--- config.mk ---
export PLATFORM = sky130hd
export DESIGN_NAME = usb_cdc_tx_arb
export DESIGN_NICKNAME = d
export VERILOG_FILES = /design/src/rtl/usb_cdc_tx_arb.sv
export SDC_FILE = /design/constraint.sdc
export NUM_CORES = 1
export LEC_CHECK = 0
export ABC_AREA = 1
export ABC_CLOCK_PERIOD_IN_PS = 1550
export BUFFER_PORTS_ARGS = -buffer_cell sky130_fd_sc_hd__buf_4
export CAP_MARGIN = 20
export CORE_AREA = 2 2 47 49
export DETAILED_ROUTE_END_ITERATION = 8
export DIE_AREA = 0 0 49 51
export GPL_ROUTABILITY_DRIVEN = 0
export HOLD_SLACK_MARGIN = 0.15
export PLACE_DENSITY_LB_ADDON = 0.3
export SLEW_MARGIN = 20
export SYNTH_ARGS = -nofsm -noshare
export SYNTH_HDL_FRONTEND = slang
export SYNTH_SLANG_ARGS = --single-unit
--- constraint.sdc ---
create_clock -name clk -period 1.55 [get_ports clk]
set_input_delay 0.2325 -clock clk [delete_from_list [all_inputs] [get_ports clk]]
set_output_delay 0.2325 -clock clk [all_outputs]
set_load 0.01 [all_outputs]
--- src/rtl/usb_cdc_tx_arb.sv ---
// Two-requester round-robin arbiter feeding the USB CDC IN-endpoint TX FIFO.
// Optional idle timeout enabled by defining USB_CDC_TX_ARB_TIMEOUT_EN.
module usb_cdc_tx_arb #(
   parameter int DW        = 8,
   parameter int TO_CYCLES = 16
) (
   input  logic            clk,
   input  logic            rst_n,
   input  logic [1:0]      req_valid,
   input  logic [2*DW-1:0] req_data,
   input  logic [1:0]      req_last,
   output logic [1:0]      req_ready,
   input  logic [3:0]      burst_max,
   input  logic            tx_fifo_full,
   output logic            tx_fifo_wr,
   output logic [DW-1:0]   tx_fifo_wdata,
   output logic [1:0]      grant,
   output logic            busy,
   output logic            timeout_o
);

   typedef enum logic [1:0] {IDLE, GNT0, GNT1} state_t;

   state_t     state;
   state_t     state_nxt;
   logic [3:0] beat_cnt;
   logic       last_served;
   logic       last_served_nxt;
   logic       owner;
   logic       own_valid;
   logic       beat;
   logic       timeout_hit;

   assign owner     = (state == GNT1);
   assign own_valid = owner ? req_valid[1] : req_valid[0];
   assign busy      = (grant != 2'b00);

`ifdef USB_CDC_TX_ARB_TIMEOUT_EN
   localparam int TW = $clog2(TO_CYCLES + 1);

   logic [TW-1:0] to_cnt;

   // Flag the cycle that completes TO_CYCLES consecutive idle cycles of the owner
   always_comb begin
      timeout_hit = 1'b0;
      if (state != IDLE && !own_valid && to_cnt == TW'(TO_CYCLES - 1))
         timeout_hit = 1'b1;
   end

   // Count consecutive cycles in which the current owner presents no data
   always_ff @(posedge clk or negedge rst_n) begin
      if (!rst_n)
         to_cnt <= '0;
      else if (state == IDLE || own_valid || timeout_hit)
         to_cnt <= '0;
      else
         to_cnt <= to_cnt + TW'(1);
   end

   assign timeout_o = timeout_hit;
`else
   assign timeout_hit = 1'b0;
   assign timeout_o   = 1'b0;
`endif

   // Next-state selection and all datapath outputs, decoded from the current state
   always_comb begin
      state_nxt       = state;
      last_served_nxt = last_served;
      grant           = 2'b00;
      req_ready       = 2'b00;
      tx_fifo_wr      = 1'b0;
      tx_fifo_wdata   = '0;
      beat            = 1'b0;
      case (state)
         IDLE: begin
            if (req_valid[0] && req_valid[1])
               state_nxt = last_served ? GNT0 : GNT1;
            else if (req_valid[0])
               state_nxt = GNT0;
            else if (req_valid[1])
               state_nxt = GNT1;
         end
         GNT0, GNT1: begin
            grant            = owner ? 2'b10 : 2'b01;
            req_ready[owner] = ~tx_fifo_full;
            beat             = own_valid & ~tx_fifo_full;
            tx_fifo_wr       = beat;
            tx_fifo_wdata    = owner ? req_data[2*DW-1:DW] : req_data[DW-1:0];
            if ((beat && (req_last[owner] || beat_cnt == burst_max - 4'd1)) || timeout_hit) begin
               state_nxt       = IDLE;
               last_served_nxt = owner;
            end
         end
         default: state_nxt = IDLE;
      endcase
   end

   // State, round-robin pointer and per-grant beat counter
   always_ff @(posedge clk or negedge rst_n) begin
      if (!rst_n) begin
         state       <= IDLE;
         beat_cnt    <= 4'd0;
         last_served <= 1'b1;
      end else begin
         state       <= state_nxt;
         last_served <= last_served_nxt;
         if (state == IDLE)
            beat_cnt <= 4'd0;
         else if (beat)
            beat_cnt <= beat_cnt + 4'd1;
      end
   end

endmodule

==> results.tsv <==
metric	value	unit
Inst Count DP	184	
Syn Nets	145	
Achievable Freq	592	MHz
TritonCTS buffer count	3	
clk slew on worst S/H paths	50	ps
H-tree Lvls	1	
initial antenna violation count	0	
max incr delay on CP	430	ps
CP endpoint kind	primary output	
die height	51	um
Mean Syn Cell Area	6.22	um^2
fillcell total	194	
drt total wl	1.96	mm
final std cells w/o fill	196	
number of port buffers	40	
post-synth cell types	24	
GRT overflow	0	
Crit Path Class	flop to primary output	
post-layout worst setup margin	-140	ps
DRT iter0 DRCs	10	
vias	846	
Worst Path Required	1320	ps
Layout Skew	0.229	ps
Synth area leaders	dfrtp_1, nor2_1, nand2_1	
Setup WS pre-CTS	-36.0	ps
cell accounting for the most synthesized area	dfrtp_1	
cell area after synthesis	703	um^2
Peak VDD IR	1.05	mV
global-route wire length before repair	2.91	mm
drt via density	4.32	
final hold slack	341	ps
Routed WL per cell	9.98	um
register area	176	um^2
Cell Rows	17	
YS warnings	0	
Final Core Density	60.5	%
Tot Pwr	1.97	mW
Detailed Place HPWL	1.48	mm
final-report setup violation count	12	
Hold Path Class	input pin to flop	
Multi-input gate area	497	um^2
Gate Count Post-Synth	113	
Synth-to-Final Area Change	77.4	%
most common cell in the netlist	nor2_1	
CP most frequent cell	nand2_4	
n_diodes	0	
Seq/Total Area, Yosys	25.1	%
status	finished with violations	
R2R Path Start	state[1]	
hold path startpoint	tx_fifo_full	
Final Critical Period	1690	ps
fin. max-slew vios	0	
Initial DRT Pass Iterations	4	
vias in the first global route	712	
number of max-cap violations	0	
antenna violation net count after detailed routing	0	
Worst setup startpoint	state[1]	
Post-synth top cells	nor2_1, nand2_1, inv_1	
flops & latches, synth	7	
CTS sink count	7	
commonest register cell after synthesis	dfrtp_1	
CP cell instances	ha_4, inv_4, nand2_4, a21oi_4, nand2_4, clkinv_4, buf_6	
gr usage total	14.9	%
layout cells sized above 1	45.2	%
core area	2060	um^2
Crit path arrival time	1460	ps
CP Max Fanout	5	
die width	49	um
root buf cell	clkbuf_4	
clock latency on the worst-skew pair	250	ps
violated checks	setup timing	
clk buf depth	2	
post-synth top area share	21.4	%
Leak	0.668	nW
final period utilization	109	%
Starting Density	34.1	%
Final nets	201	
final hold viol count	0	
Async S/R FF share, synth	100	%
I/O pin total	42	
pin count of the biggest net entering global routing	10	
PD cells	1580	nW/um^2
Die ar.	2500	um^2
CTS tree	yes	
number of synthesized flops with an enable pin	0	
CP Launch Type	flop	
CP max-delay cell	dfrtp_1	
DRC Markers	0	
unrepaired setup endpoints after global routing	yes	
-- cell families after synthesis --
logic type	synth area share (%)
DFF	25.1
AOI/OAI and AO/OA	16.0
adders and majority gates	8.90
other	0.533
and+or+nand+nor	35.6
buffers and inverters	12.5
muxes	1.42
-- worst max-delay path, delay by kind of cell (launching register included) --
family / cells / cell delay [ps]
DFF: 1 / 430
buffers and inverters: 3 / 230
AOI/OAI and AO/OA: 1 / 190
and+or+nand+nor: 2 / 140
adders and majority gates: 1 / 210
-- flip-flops by register name (all words and copies together) (netlist names) --
signal and cells:
beat_cnt 4, state 2, last_served 1
-- report_power, final --
part | total, mW | leakage (nW) | switching (mW) | internal, mW
Sequential | 0.285 | 0.0917 | 0.0465 | 0.239
Combinational | 1.52 | 0.562 | 0.738 | 0.783
Clock | 0.166 | 0.0150 | 0.0681 | 0.0983
-- cell usage in the layout, fill, tap and decap left out, types with 3 or more instances in the layout --
cell      instances
a21oi_1           4
nand2_1          21
inv_1            11
o21ai_1          10
buf_4            46
nand2_2           3
nor2_1           23
buf_6             8
dfrtp_1           6
inv_2             3
ha_1              3
clkbuf_4          3
nand3_1           5
-- through the flow --
stage	area [um^2]	setup TNS, ps
floorplan	708	0
global placement	1070	0
detailed placement	1070	-36.0
CTS	1160	-1140
global route	1250	-2370
finish	1250	-1330
-- final cells by class --
type | instances | share of cell area, %
repair buffers | 55 | 35.7
flip-flops and latches | 7 | 14.1
inverters | 16 | 5.42
well taps | 28 | 2.81
clock buffers | 4 | 2.11
multi-input cells | 86 | 39.8
-- what timing repair did --
item	CTS	global route
hold buffers	1	0
gates cloned	0	1
endpoints found under the setup margin	12	16
buffers inserted	2	4
endpoints found under the hold margin	7	0
resized for setup	16	17
pin swaps	2	5
-- final timing paths --
path                               end  slack [ps]  cells after the start
hold reg to reg            last_served         500                      2
hold / removal             beat_cnt[0]         340                      4
max in group asynchronous  last_served         990                      2
setup reg to reg           beat_cnt[3]         -50                     10
setup / recovery            tx_fifo_wr        -140                      7
min in group asynchronous  beat_cnt[1]         360                      2
-- layer usage --
layer / wire [um] / global-route usage (%) / share of wire (%)
met1: 889 / 17.6 / 45
met2: 999 / 26.7 / 51
met3: 55 / 2.92 / 2.8
met4: 12 / 5.71 / 0.61
met5: 0 / 0 / 0
(Power assumes the default switching activity.)
